===== config.mk =====
export PLATFORM = sky130hd
export DESIGN_NAME = kbd_ascii_decoder
export DESIGN_NICKNAME = d
export VERILOG_FILES = /design/src/rtl/kbd_pkg.sv /design/src/rtl/sync_fifo.sv /design/src/rtl/kbd_ascii_decoder.sv
export SDC_FILE = /design/constraint.sdc
export NUM_CORES = 1
export LEC_CHECK = 0
export BUFFER_PORTS_ARGS = -buffer_cell sky130_fd_sc_hd__buf_2
export CAP_MARGIN = 0
export CORE_MARGIN = 2
export CORE_UTILIZATION = 40
export DETAILED_ROUTE_END_ITERATION = 6
export GPL_TIMING_DRIVEN = 1
export MAX_ROUTING_LAYER = met4
export PLACE_DENSITY_LB_ADDON = 0.3
export SLEW_MARGIN = 20
export SYNTH_ARGS = -nofsm -noshare
export SYNTH_HDL_FRONTEND = slang
export SYNTH_SLANG_ARGS = --single-unit

===== constraint.sdc =====
create_clock -name clk -period 8.1 [get_ports clk]
set_clock_uncertainty 0.1 [all_clocks]
set_input_delay 1.62 -clock clk [delete_from_list [all_inputs] [get_ports clk]]
set_output_delay 1.62 -clock clk [all_outputs]
set_load 0.01 [all_outputs]

===== src/rtl/kbd_pkg.sv =====
// -----------------------------------------------------------------------------
// kbd_pkg
// Shared definitions for the PS/2 Set-2 keyboard decoder: scan-code and ASCII
// constants, the prefix FSM state type and the make-code translation function.
// No ports (package).
// -----------------------------------------------------------------------------
package kbd_pkg;

  // Prefix and special scan codes (Set 2)
  localparam logic [7:0] SC_BREAK  = 8'hF0;
  localparam logic [7:0] SC_EXT    = 8'hE0;
  localparam logic [7:0] SC_LSHIFT = 8'h12;
  localparam logic [7:0] SC_RSHIFT = 8'h59;
  localparam logic [7:0] SC_CAPS   = 8'h58;
  localparam logic [7:0] SC_ENTER  = 8'h5A;
  localparam logic [7:0] SC_BKSP   = 8'h66;
  localparam logic [7:0] SC_SPACE  = 8'h29;

  // ASCII constants
  localparam logic [7:0] ASCII_NUL      = 8'h00;
  localparam logic [7:0] ASCII_BS       = 8'h08;
  localparam logic [7:0] ASCII_CR       = 8'h0D;
  localparam logic [7:0] ASCII_SPACE    = 8'h20;
  localparam logic [7:0] ASCII_CASE_OFS = 8'h20;

  // Prefix FSM states
  typedef enum logic [1:0] {
    IDLE      = 2'd0,
    BREAK     = 2'd1,
    EXT       = 2'd2,
    EXT_BREAK = 2'd3
  } kbd_state_e;

  // Translation result: hit = code produces a character
  typedef struct packed {
    logic       hit;
    logic [7:0] chr;
  } xlat_t;

  // Translate a non-extended make code. 'shift' selects the digit-row symbols,
  // 'upper' selects uppercase letters. Letters are resolved to their uppercase
  // code first and lowered afterwards, so a nonzero 'letter' marks a letter key.
  function automatic xlat_t scan_to_ascii(input logic [7:0] code,
                                          input logic       shift,
                                          input logic       upper);
    xlat_t      r;
    logic [7:0] letter;
    r.hit  = 1'b1;
    r.chr  = ASCII_NUL;
    letter = ASCII_NUL;
    case (code)
      // digit row
      8'h45: r.chr = shift ? 8'h29 : 8'h30;
      8'h16: r.chr = shift ? 8'h21 : 8'h31;
      8'h1E: r.chr = shift ? 8'h40 : 8'h32;
      8'h26: r.chr = shift ? 8'h23 : 8'h33;
      8'h25: r.chr = shift ? 8'h24 : 8'h34;
      8'h2E: r.chr = shift ? 8'h25 : 8'h35;
      8'h36: r.chr = shift ? 8'h5E : 8'h36;
      8'h3D: r.chr = shift ? 8'h26 : 8'h37;
      8'h3E: r.chr = shift ? 8'h2A : 8'h38;
      8'h46: r.chr = shift ? 8'h28 : 8'h39;
      // letters
      8'h1C: letter = 8'h41;  // A
      8'h32: letter = 8'h42;  // B
      8'h21: letter = 8'h43;  // C
      8'h23: letter = 8'h44;  // D
      8'h24: letter = 8'h45;  // E
      8'h2B: letter = 8'h46;  // F
      8'h34: letter = 8'h47;  // G
      8'h33: letter = 8'h48;  // H
      8'h43: letter = 8'h49;  // I
      8'h3B: letter = 8'h4A;  // J
      8'h42: letter = 8'h4B;  // K
      8'h4B: letter = 8'h4C;  // L
      8'h3A: letter = 8'h4D;  // M
      8'h31: letter = 8'h4E;  // N
      8'h44: letter = 8'h4F;  // O
      8'h4D: letter = 8'h50;  // P
      8'h15: letter = 8'h51;  // Q
      8'h2D: letter = 8'h52;  // R
      8'h1B: letter = 8'h53;  // S
      8'h2C: letter = 8'h54;  // T
      8'h3C: letter = 8'h55;  // U
      8'h2A: letter = 8'h56;  // V
      8'h1D: letter = 8'h57;  // W
      8'h22: letter = 8'h58;  // X
      8'h35: letter = 8'h59;  // Y
      8'h1A: letter = 8'h5A;  // Z
      // whitespace / control, shift-independent
      SC_SPACE: r.chr = ASCII_SPACE;
      SC_ENTER: r.chr = ASCII_CR;
      SC_BKSP:  r.chr = ASCII_BS;
      default:  r.hit = 1'b0;
    endcase
    if (letter != ASCII_NUL) begin
      r.chr = upper ? letter : (letter + ASCII_CASE_OFS);
    end else begin
      r.chr = r.chr;
    end
    return r;
  endfunction

endpackage


===== src/rtl/sync_fifo.sv =====
// -----------------------------------------------------------------------------
// sync_fifo
// Single-clock show-ahead FIFO. The head entry is presented on rd_data whenever
// the FIFO is non-empty (zero when empty); rd_en pops it. Simultaneous read and
// write are supported, including a write into a full FIFO that is being popped
// in the same cycle. A write into a full FIFO without a pop is ignored.
//
// Ports:
//   clk, reset      clock, synchronous active-high reset
//   wr_en, wr_data  push request and data
//   rd_en           pop request (ignored when empty)
//   rd_data         head entry, 0 when empty
//   full, empty     occupancy flags
// -----------------------------------------------------------------------------
module sync_fifo #(
  parameter int WIDTH = 8,
  parameter int DEPTH = 8
) (
  input  logic             clk,
  input  logic             reset,
  input  logic             wr_en,
  input  logic [WIDTH-1:0] wr_data,
  input  logic             rd_en,
  output logic [WIDTH-1:0] rd_data,
  output logic             full,
  output logic             empty
);

  localparam int AW = $clog2(DEPTH);
  localparam logic [AW:0] PTR_ONE = (AW+1)'(1);

  // Pointers carry one extra wrap bit to tell full from empty.
  logic [AW:0]      wr_ptr_q, wr_ptr_d;
  logic [AW:0]      rd_ptr_q, rd_ptr_d;
  logic [WIDTH-1:0] mem_q [DEPTH];
  logic [WIDTH-1:0] mem_d [DEPTH];
  logic             wr_fire_s;
  logic             rd_fire_s;

  // Flags, handshake qualification and head-of-queue read
  always_comb begin
    empty     = (wr_ptr_q == rd_ptr_q);
    full      = (wr_ptr_q[AW] != rd_ptr_q[AW]) &&
                (wr_ptr_q[AW-1:0] == rd_ptr_q[AW-1:0]);
    rd_fire_s = rd_en && !empty;
    // a pop in the same cycle frees the slot the write needs
    wr_fire_s = wr_en && (!full || rd_fire_s);
    rd_data   = empty ? '0 : mem_q[rd_ptr_q[AW-1:0]];
  end

  // Next-state for pointers and storage
  always_comb begin
    wr_ptr_d = wr_fire_s ? (wr_ptr_q + PTR_ONE) : wr_ptr_q;
    rd_ptr_d = rd_fire_s ? (rd_ptr_q + PTR_ONE) : rd_ptr_q;
    for (int i = 0; i < DEPTH; i++) begin
      mem_d[i] = (wr_fire_s && (wr_ptr_q[AW-1:0] == AW'(i))) ? wr_data : mem_q[i];
    end
  end

  // State registers
  always_ff @(posedge clk) begin
    if (reset) begin
      wr_ptr_q <= '0;
      rd_ptr_q <= '0;
      for (int i = 0; i < DEPTH; i++) begin
        mem_q[i] <= '0;
      end
    end else begin
      wr_ptr_q <= wr_ptr_d;
      rd_ptr_q <= rd_ptr_d;
      for (int i = 0; i < DEPTH; i++) begin
        mem_q[i] <= mem_d[i];
      end
    end
  end

endmodule


===== src/rtl/kbd_ascii_decoder.sv =====
// -----------------------------------------------------------------------------
// kbd_ascii_decoder
// Stateful PS/2 Set-2 decoder. Tracks break/extended prefixes, both Shift keys
// and Caps Lock, translates key presses to ASCII and buffers the characters in
// a show-ahead FIFO with a valid/ready handshake.
//
// Parameters:
//   FIFO_DEPTH    character buffer entries (power of two, >= 2)
//   LOWERCASE_EN  1: letter case follows Shift XOR Caps; 0: always uppercase
//
// Ports:
//   clk, reset                clock, synchronous active-high reset
//   scan_code, scan_valid     raw byte from the PS/2 receiver + strobe
//   ascii_data, ascii_valid   FIFO head (0 when empty) and non-empty flag
//   ascii_ready               consumer pops the head on valid && ready
//   fifo_full                 FIFO holds FIFO_DEPTH entries
//   overflow                  sticky: a character was dropped
//   shift_o, caps_o           modifier state
// -----------------------------------------------------------------------------
module kbd_ascii_decoder
  import kbd_pkg::*;
#(
  parameter int FIFO_DEPTH   = 8,
  parameter bit LOWERCASE_EN = 1'b1
) (
  input  logic       clk,
  input  logic       reset,
  input  logic [7:0] scan_code,
  input  logic       scan_valid,
  output logic [7:0] ascii_data,
  output logic       ascii_valid,
  input  logic       ascii_ready,
  output logic       fifo_full,
  output logic       overflow,
  output logic       shift_o,
  output logic       caps_o
);

  kbd_state_e state_q, state_d;
  logic       shift_l_q, shift_l_d;
  logic       shift_r_q, shift_r_d;
  logic       shift_q, shift_d;
  logic       caps_q, caps_d;
  logic       caps_held_q, caps_held_d;
  logic       overflow_q, overflow_d;

  logic       upper_s;
  xlat_t      xlat_s;
  logic       push_s;
  logic [7:0] push_data_s;
  logic       pop_s;
  logic       fifo_empty_s;
  logic       fifo_full_s;
  logic [7:0] fifo_head_s;

  // Translation uses the modifier state as registered before this byte
  always_comb begin
    upper_s = !LOWERCASE_EN || (shift_q ^ caps_q);
    xlat_s  = scan_to_ascii(scan_code, shift_q, upper_s);
  end

  // Prefix FSM, modifier tracking and push generation
  always_comb begin
    state_d     = state_q;
    shift_l_d   = shift_l_q;
    shift_r_d   = shift_r_q;
    caps_d      = caps_q;
    caps_held_d = caps_held_q;
    push_s      = 1'b0;
    push_data_s = ASCII_NUL;
    if (scan_valid) begin
      case (state_q)
        IDLE: begin
          if (scan_code == SC_BREAK) begin
            state_d = BREAK;
          end else if (scan_code == SC_EXT) begin
            state_d = EXT;
          end else begin
            state_d = IDLE;
            case (scan_code)
              SC_LSHIFT: shift_l_d = 1'b1;
              SC_RSHIFT: shift_r_d = 1'b1;
              SC_CAPS: begin
                // typematic repeats arrive with caps_held set and must not toggle
                caps_d      = caps_held_q ? caps_q : !caps_q;
                caps_held_d = 1'b1;
              end
              default: begin
                push_s      = xlat_s.hit;
                push_data_s = xlat_s.chr;
              end
            endcase
          end
        end
        EXT: begin
          if (scan_code == SC_BREAK) begin
            state_d = EXT_BREAK;
          end else begin
            state_d = IDLE;
            // keypad Enter is the only extended key that produces a character
            push_s      = (scan_code == SC_ENTER);
            push_data_s = ASCII_CR;
          end
        end
        BREAK: begin
          state_d = IDLE;
          case (scan_code)
            SC_LSHIFT: shift_l_d   = 1'b0;
            SC_RSHIFT: shift_r_d   = 1'b0;
            SC_CAPS:   caps_held_d = 1'b0;
            default:   caps_held_d = caps_held_q;
          endcase
        end
        EXT_BREAK: state_d = IDLE;
        default:   state_d = IDLE;
      endcase
    end else begin
      state_d = state_q;
    end
    shift_d = shift_l_d || shift_r_d;
  end

  // Overflow is sticky; a push into a full FIFO survives only if a pop coincides
  always_comb begin
    pop_s      = !fifo_empty_s && ascii_ready;
    overflow_d = overflow_q || (push_s && fifo_full_s && !pop_s);
  end

  // State registers
  always_ff @(posedge clk) begin
    if (reset) begin
      state_q     <= IDLE;
      shift_l_q   <= 1'b0;
      shift_r_q   <= 1'b0;
      shift_q     <= 1'b0;
      caps_q      <= 1'b0;
      caps_held_q <= 1'b0;
      overflow_q  <= 1'b0;
    end else begin
      state_q     <= state_d;
      shift_l_q   <= shift_l_d;
      shift_r_q   <= shift_r_d;
      shift_q     <= shift_d;
      caps_q      <= caps_d;
      caps_held_q <= caps_held_d;
      overflow_q  <= overflow_d;
    end
  end

  sync_fifo #(
    .WIDTH (8),
    .DEPTH (FIFO_DEPTH)
  ) u_fifo (
    .clk     (clk),
    .reset   (reset),
    .wr_en   (push_s),
    .wr_data (push_data_s),
    .rd_en   (ascii_ready),
    .rd_data (fifo_head_s),
    .full    (fifo_full_s),
    .empty   (fifo_empty_s)
  );

  assign ascii_data  = fifo_head_s;
  assign ascii_valid = !fifo_empty_s;
  assign fifo_full   = fifo_full_s;
  assign overflow    = overflow_q;
  assign shift_o     = shift_q;
  assign caps_o      = caps_q;

endmodule


==> flow_summary.yaml, run 1 <==
outcome:
  run_status: "finished, violations left"
  violations: "DRC"
sta:
  final_max_slew_viol_count: 0
  min_period_ns: 5.14
  fmax_mhz: 195
  final-hold-violation-count: 0
  final.period_utilization: 0.634
  setup_tns_ns: 0
  finalSetupViolations: 0
  worst_pin_slew_ns: 1.02
  rsz0062_at_grt: "no"
  layout_setup_ws_ns: 2.96
  slew_headroom: 0.316
flow_run:
  drv_cap: 0
setup_path:
  path_max_fanout: 51
  ff2ff_setup_slack_ns: 4.65
  worstSetupStartpoint: "scan_code[4]"
  timing.rr.start: "state_q[0]$_SDFFE_PP0P_"
  arrival_ns: 5.00
  end_kind: "flop"
  crit_required_ns: 7.96
  critPathKind: "input port to flop"
  reg2reg_depth: 6
  cp-start-kind: "input port"
  r2r-end: "u_fifo.mem_q[7][4]$_DFFE_PP_"
  cp-endpoint: "u_fifo.mem_q[7][4]$_DFFE_PP_"
pwr:
  p_total_uw: 978
  p_int_uw: 727
  power_switching_uw: 251
  worst_ir_drop_vdd_uv: 107
  p_comb_frac: 0.140
  clkPwrFrac: 0.404
  seq_power_share: 0.456
  switching_share: 0.257
  p_per_area_mw_per_mm2: 190
  leakagePower_nw: 1.75
floorplan:
  core_region_area_mm2: 0.0115
  initial_core_util: 0.412
  die_w_um: 113
  die_area_mm2: 0.0128
  die_h_um: 113
  io_pins: 25
  rows: 39
global_route:
  grt_start_max_net_pins: 52
  grt_pass1_vias: 3346
  grt.overflow.total: 0
  grt_pass1_wl_um: 18100
  grt_use_total: 0.188
  antenna_found_initial: 0
layout:
  diodes: 0
  layout-drive-gt1-share: 0.183
  syn_to_final_growth_pct: 8.46
  fin_nets: 462
cts:
  postCtsResizedCells: 0
  post_cts_buffers: 0
  cts_tree: "done"
  numCtsBuffers: 9
  clock_path_buffers: 2
  numClockSinks: 75
  holdBufCountCts: 0
  worstSkewPairLatency_ns: 0.33
  clockRootBuffer: "clkbuf_16"
  clk_pin_slew_worst_paths_ns: 0.05
  cts_htree_levels: 3
placed_design:
  hpwl_um: 7970
  place_worst_setup_slack_ns: 2.67
  port_buffers: 23
  gp_congestion: 0.935
yosys:
  yosysUniqueCellTypes: 72
  ys_seq_elements: 75
  yosysSeqAreaShare: 0.434
  avgSynthCellArea_um2: 10.6
  synth_area_leaders: "edfxtp_1 (35%), dfxtp_1 (8.0%), mux4_2 (6.6%), nor2_1 (2.9%), nor3_1 (2.4%)"
  netlist_instances: 448
  syn_area_mm2: 0.00475
  synth_top_area_frac: 0.354
  ys_warn_count: 0
  syn-num-nets: 467
  synthFlopType: "edfxtp_1"
  async_flop_share: 0
  yosys.area.top_type: "edfxtp_1"
  synth_edf_count: 56
route:
  wirelength_um: 11300
  num_vias: 3670
  drc_errors: 1
  wire_per_inst_um: 19.2
  avgViaCountPerCell: 6.21
  first_pass_iters: 7
  ant_nets: 0
  drt-initial-drc-count: 540
hold_path:
  hp-class: "flop to flop"
-- state kept, by name, indices dropped and copies added (netlist names), named ones only --
signal and flops:
shift_o 1, overflow 1, caps_o 1, caps_held_q 1, u_fifo.rd_ptr_q 4, u_fifo.wr_ptr_q 4
u_fifo.mem_q 56, shift_l_q 1, shift_r_q 1, state_q 2
-- worst max-delay path: stages --
cell and delay (ns):
buf_2 0.38, nor4bb_1 0.91, a32oi_1 0.12, nand3_1 0.19
or4_1 0.13, or3_1 0.27, nand3_4 0.56, o21ai_1 0.79
-- worst min-delay path by stage --
stage / startpoint / end / slack (ns) / depth (start not counted)
finish: overflow$_SDFF_PP0_ / overflow$_SDFF_PP0_ / 0.37 / 2
global route: overflow$_SDFF_PP0_ / overflow$_SDFF_PP0_ / 0.41 / 2
CTS: overflow$_SDFF_PP0_ / overflow$_SDFF_PP0_ / 0.38 / 2
detailed placement: overflow$_SDFF_PP0_ / overflow$_SDFF_PP0_ / 0.36 / 2
global placement: shift_r_q$_SDFF_PP0_ / shift_r_q$_SDFF_PP0_ / 0.37 / 2
floorplan: shift_r_q$_SDFF_PP0_ / shift_r_q$_SDFF_PP0_ / 0.35 / 2
-- cells in the final DEF (no fill, tap or decap), drive strengths merged, types with 3 or more instances in the layout --
master / instances
nor4b: 6
mux4: 14
o32ai: 4
nand2b: 12
nor4: 7
nand2: 23
or3: 4
xor2: 5
nor3b: 7
a211oi: 5
a32oi: 7
nand4: 7
edfxtp: 56
nor2b: 12
o31ai: 4
a31oi: 6
o22ai: 7
buf: 24
o211ai: 5
xnor2: 9
inv: 20
clkbuf: 14
nand3: 12
ha: 7
nor3: 34
mux2: 3
a21oi: 11
dfxtp: 19
o21ai: 14
nor2: 37
mux2i: 11
-- layout make-up --
type                       instances  area (um2)
clock buffer                      14         287
clock inverter                     2        17.5
fill                            1079        6370
inverter                          20        75.1
multi-input combinational        313        2410
sequential                        75        2060
tap                              143         179
timing repair buffer              24         123
-- per-stage QoR --
stage	hold WS, ns	std cells	instance area (um2)	util
after global routing	0.407	591	5150	0.447
final	0.374	591	5150	0.447
after floorplan	0.346	448	4750	-
after CTS	0.378	591	5150	0.447
after detailed placement	0.358	575	4840	0.421
after global placement	0.366	575	4840	0.421
-- power by group through the flow --
stage | registers [mW] | clock network [mW] | logic [mW]
3_5_place_dp | 0.454 | 0 | 0.135
6_report | 0.446 | 0.396 | 0.137
2_1_floorplan | 0.439 | 0 | 0.116
4_1_cts | 0.446 | 0.399 | 0.136
3_3_place_gp | 0.454 | 0 | 0.133
5_1_grt | 0.449 | 0.418 | 0.149
-- per-layer routing --
metal	up-vias	GRT usage	routed length [um]
li1	1687	-	-
met1	1783	0.267	5150
met2	183	0.271	5000
met3	17	0.0418	998
met4	0	0.0561	204
met5	-	-	0
-- cell families (layout without fill, tap and decap cells) --
| family | count (synthesis) | in the layout | share of synthesized area |
|---|---|---|---|
| AOI/OAI and AO/OA | 82 | 82 | 0.127 |
| xor gates and xnor gates | 14 | 14 | 0.0258 |
| adders and majority gates | 7 | 7 | 0.0184 |
| buffers and inverters | 60 | 60 | 0.0588 |
| DFF | 75 | 75 | 0.434 |
| muxes | 28 | 28 | 0.0967 |
| other | 1 | 1 | 0.000790 |
| and+or+nand+nor | 181 | 181 | 0.238 |
-- cell usage after synthesis (all sizes together) (9+ instances only) --
| library cell | count |
|---|---|
| dfxtp | 19 |
| buf | 25 |
| o21ai | 14 |
| nor2b | 12 |
| nor3 | 34 |
| nor2 | 37 |
| edfxtp | 56 |
| mux2i | 11 |
| nand2b | 12 |
| clkbuf | 15 |
| nand2 | 23 |
| nand3 | 12 |
| a21oi | 11 |
| inv | 20 |
| xnor2 | 9 |
| mux4 | 14 |
Power figures use the tool's default switching activity.
==> inputs of run 2 (changes only) <==
- clock period: 8.1 -> 4.7 ns (I/O delays scaled with it)
==> run 2 against run 1 <==
The flow still finishes with violations (DRC). Sequential cell count is the same. Routed wire length rose by 1.0%. Global-route usage is 0.61 points higher. Sequential share of layout area down 0.89 points. Non-clock buffer count increased by 12. Clock power is 93% higher. Count of clock-buffer cells in the layout down 5. Register-to-register slack got worse by 3.0 ns. First-iteration DRC count down 14%. Largest power group unchanged.
==> flow_summary.yaml, run 2 (synthesis gave the netlist of run 1 again) <==
sta:
  whs_ns: 0.378
  rsz0062_at_grt: "no"
  fmax_mhz: 251
  worst_pin_slew_ns: 0.982
  slew_headroom: 0.345
  final_max_slew_viol_count: 0
  final-hold-violation-count: 0
  min_period_ns: 3.98
  finalSetupViolations: 0
  final.period_utilization: 0.846
  setup_tns_ns: 0
pwr:
  p_per_area_mw_per_mm2: 337
  leakagePower_nw: 1.82
  worst_ir_drop_vdd_uv: 234
setup_path:
  path_max_fanout: 31
  cp-endpoint: "u_fifo.mem_q[5][6]$_SDFFCE_PN0P_"
  timing.rr.start: "state_q[0]$_SDFFE_PP0P_"
  critPathKind: "input port to flop"
  cp-start-kind: "input port"
  ff2ff_setup_slack_ns: 1.69
  r2r-end: "u_fifo.mem_q[5][6]$_SDFFCE_PN0P_"
  arrival_ns: 3.85
  worstSetupStartpoint: "scan_code[3]"
  end_kind: "flop"
  crit_required_ns: 4.57
  reg2reg_depth: 6
layout:
  final_core_util: 0.457
  diodes: 0
  final_area_mm2: 0.00527
  final_common_cell: "edfxtp_1"
  fin_nets: 474
  largestRegisters: "u_fifo.mem_q: 56 flops, u_fifo.rd_ptr_q: 4 flops, u_fifo.wr_ptr_q: 4 flops"
  multi_input_comb_area_mm2: 0.00241
  fin_cells: 603
  largest_reg_flops: 56
  mostFrequentLayoutCells: "edfxtp_1 (56), nor2_1 (37), nand2_1 (23), nor3_1 (23), buf_2 (23)"
  largest_register: "u_fifo.mem_q"
  syn_to_final_growth_pct: 10.9
  seqCellArea_mm2: 0.00206
  nFillCells: 1075
  layout-drive-gt1-share: 0.211
cts:
  numClockSinks: 75
  postCtsResizedCells: 0
  worstSkewPairLatency_ns: 0.34
  clock_path_buffers: 2
  clockRootBuffer: "clkbuf_16"
  numCtsBuffers: 9
  post_cts_buffers: 0
  clk_pin_slew_worst_paths_ns: 0.06
  cts_tree: "done"
  holdBufCountCts: 0
  cts_htree_levels: 3
outcome:
  violations: "DRC"
  run_status: "finished, violations left"
placed_design:
  gp_congestion: 0.957
  hpwl_um: 7990
  port_buffers: 23
  dpl.cell_count: 587
  placed_area_mm2: 0.00493
route:
  drt-initial-drc-count: 467
  avgViaCountPerCell: 6.09
  wirelength_um: 11500
  num_vias: 3672
  first_pass_iters: 7
  drc_errors: 1
  wire_per_inst_um: 19.0
  ant_nets: 0
global_route:
  grt.overflow.total: 0
  grt_start_max_net_pins: 32
  antenna_found_initial: 0
  grt_use_total: 0.194
  grt_pass1_wl_um: 18800
  grt_pass1_vias: 3492
flow_run:
  drv_cap: 0
floorplan:
  die_w_um: 113
  die_area_mm2: 0.0128
  rows: 39
  io_pins: 25
  initial_core_util: 0.412
  die_h_um: 113
  core_region_area_mm2: 0.0115
hold_path:
  hp-class: "flop to flop"
==> run 2: cell types whose count changed in the layout (fill, tap and decap cells not counted), sizes merged <==
cell / delta
clkinv: -1
inv: +4
buf: +12
bufinv: +2
clkbuf: -5
==> run 2: final cells by class <==
cell class                      instances  share of cell area
Clock inverter                          7              0.0202
Tap cell                              143              0.0340
Inverter                               20              0.0143
Sequential cell                        75               0.392
Multi-Input combinational cell        313               0.457
Timing Repair Buffer                   36              0.0404
Clock buffer                            9              0.0428
==> run 2: worst min-delay path by stage <==
stage / cells past startpoint / start / slack [ns] / endpoint
after floorplan: 2 / shift_r_q$_SDFF_PP0_ / 0.35 / shift_r_q$_SDFF_PP0_
after global placement: 2 / shift_r_q$_SDFF_PP0_ / 0.36 / shift_r_q$_SDFF_PP0_
after detailed placement: 2 / overflow$_SDFF_PP0_ / 0.36 / overflow$_SDFF_PP0_
final: 2 / shift_l_q$_SDFF_PP0_ / 0.38 / shift_l_q$_SDFF_PP0_
after CTS: 2 / overflow$_SDFF_PP0_ / 0.38 / overflow$_SDFF_PP0_
after global routing: 2 / overflow$_SDFF_PP0_ / 0.41 / overflow$_SDFF_PP0_
==> run 2: routing by layer <==
| metal | GRT usage | up-vias | share of wire |
|---|---|---|---|
| met1 | 0.259 | 1759 | 0.43 |
| met3 | 0.0337 | 35 | 0.073 |
| met4 | 0.0585 | 0 | 0.027 |
| met5 | - | - | 0 |
| met2 | 0.306 | 166 | 0.47 |
| li1 | - | 1712 | - |
==> run 2: worst max-delay path, stage by stage <==
cell	delay, ns
buf_2	0.43
nand4bb_1	0.21
or2_1	0.28
or3_1	0.40
a2111oi_4	0.62
nand3_4	0.33
o21ai_1	0.62
==> run 2: metrics by stage <==
stage | setup WS (ns) | power, mW
global placement | 0.498 | 1.02
detailed placement | 0.399 | 1.02
finish | 0.723 | 1.78
CTS | 0.741 | 1.79
floorplan | 1.03 | 0.957
global route | 0.526 | 1.85
==> run 2: power by group <==
group          total (mW)  leakage [nW]  switching, mW  internal (mW)
Sequential          0.767         0.733         0.0314          0.736
Clock               0.765         0.163          0.290          0.475
Combinational       0.243         0.923          0.145         0.0983
Total                1.78          1.82          0.466           1.31
==> inputs of run 3 (changes only) <==
- clock period: 4.7 -> 3.7 ns (I/O delays scaled with it)
==> run 3 against run 2 <==
The flow still finishes with violations (DRC). Critical path depth increased by 2. Utilization increased by 0.77 points. Clock power up 6.5%. First-iteration DRC count shrank 13%. Count of clock-buffer cells in the layout unchanged. Routed wire length decreased by 3.9%. Largest cell class unchanged.
==> flow_summary.yaml, run 3 (synthesis gave the netlist of run 1 again) <==
outcome:
  run_status: "finished, violations left"
  violations: "DRC"
global_route:
  grt_start_max_net_pins: 27
  grt_pass1_vias: 3579
  grt_use_total: 0.185
  grt_pass1_wl_um: 18300
  grt.overflow.total: 0
  antenna_found_initial: 0
placed_design:
  hpwl_um: 8000
  gp_congestion: 0.944
  placed_area_mm2: 0.00507
  port_buffers: 23
route:
  num_vias: 3692
  ant_nets: 0
  first_pass_iters: 7
  drt-initial-drc-count: 405
  drc_errors: 1
  wire_per_inst_um: 17.7
  wirelength_um: 11000
  avgViaCountPerCell: 5.95
pwr:
  p_per_area_mw_per_mm2: 396
  leakagePower_nw: 1.87
  worst_ir_drop_vdd_uv: 310
layout:
  mostFrequentLayoutCells: "edfxtp_1 (56), nor2_1 (37), buf_4 (31)"
  largestRegisters: "u_fifo.mem_q: 56 flops, u_fifo.rd_ptr_q: 4 flops, u_fifo.wr_ptr_q: 4 flops"
  layout-drive-gt1-share: 0.241
  final_common_cell: "edfxtp_1"
  final_area_mm2: 0.00536
  largest_reg_flops: 56
  syn_to_final_growth_pct: 12.8
  diodes: 0
  largest_register: "u_fifo.mem_q"
  fin_nets: 492
  final_core_util: 0.465
cts:
  cts_tree: "done"
  holdBufCountCts: 0
  clk_pin_slew_worst_paths_ns: 0.06
  worstSkewPairLatency_ns: 0.33
  clock_path_buffers: 2
  numClockSinks: 75
  clockRootBuffer: "clkbuf_16"
  postCtsResizedCells: 0
  cts_htree_levels: 3
  post_cts_buffers: 0
  numCtsBuffers: 9
flow_run:
  drv_cap: 0
sta:
  rsz0062_at_grt: "no"
  final_max_slew_viol_count: 0
  fmax_mhz: 308
  worst_pin_slew_ns: 0.679
  whs_ns: 0.373
  final-hold-violation-count: 0
  min_period_ns: 3.24
  setup_tns_ns: 0
  finalSetupViolations: 0
  slew_headroom: 0.541
  final.period_utilization: 0.876
floorplan:
  initial_core_util: 0.412
  die_area_mm2: 0.0128
  die_h_um: 113
  core_region_area_mm2: 0.0115
  rows: 39
  die_w_um: 113
  io_pins: 25
setup_path:
  arrival_ns: 3.19
  end_kind: "flop"
  crit_required_ns: 3.65
  cp-start-kind: "input port"
  path_max_fanout: 26
  critPathKind: "input port to flop"
hold_path:
  hp-class: "flop to flop"
run 3: cell types whose count changed in the layout (fill, tap and decap cells not counted), sizes merged:
cell      previous run  this run
inv                 24        23
clkinvlp             0         3
buf                 36        54
bufinv               2         0
run 3: metal layers:
layer  share of wire  up-vias  global-route usage
met2            0.47      151               0.291
met4           0.015        0              0.0520
met3           0.064       15              0.0295
met1            0.45     1776               0.249
met5               0        -                   -
li1                -     1750                   -
run 3: final cells by class:
| type | instances | area [um2] |
|---|---|---|
| Fill cell | 1070 | 6160 |
| Inverter | 20 | 75.1 |
| Timing Repair Buffer | 54 | 348 |
| Clock inverter | 7 | 60.1 |
| Multi-Input combinational cell | 313 | 2410 |
| Clock buffer | 9 | 225 |
| Sequential cell | 75 | 2060 |
| Tap cell | 143 | 179 |
run 3: worst max-delay path: stages:
cell	delay, ns
buf_2	0.37
nor4b_1	0.18
a32oi_1	0.25
nand3_1	0.18
or4_1	0.51
or3_1	0.39
nand3_4	0.17
buf_4	0.31
nor3_1	0.08
run 3: power by group:
part | switching (mW) | internal (mW) | total, mW
logic | 0.207 | 0.144 | 0.351
registers | 0.0184 | 0.935 | 0.953
clock network | 0.351 | 0.464 | 0.815
total | 0.577 | 1.54 | 2.12
run 3: per-stage QoR:
stage / instances / worst slack, ns / power [mW]
global route: 621 / 0.314 / 2.21
finish: 621 / 0.457 / 2.12
CTS: 621 / 0.535 / 2.14
detailed placement: 605 / 0.177 / 1.32
global placement: 605 / 0.242 / 1.32
floorplan: 448 / 0.232 / 1.22
run 3: final timing paths:
check / cells past startpoint / start / endpoint / slack [ns]
setup / recovery: 9 / scan_code[5] / u_fifo.mem_q[0][0]$_SDFFCE_PN0P_ / 0.46
hold / removal: 2 / shift_r_q$_SDFF_PP0_ / shift_r_q$_SDFF_PP0_ / 0.37
setup reg to reg: 6 / u_fifo.wr_ptr_q[2]$_SDFFE_PP0P_ / u_fifo.mem_q[0][0]$_SDFFCE_PN0P_ / 1.15
hold reg to reg: 2 / shift_r_q$_SDFF_PP0_ / shift_r_q$_SDFF_PP0_ / 0.37
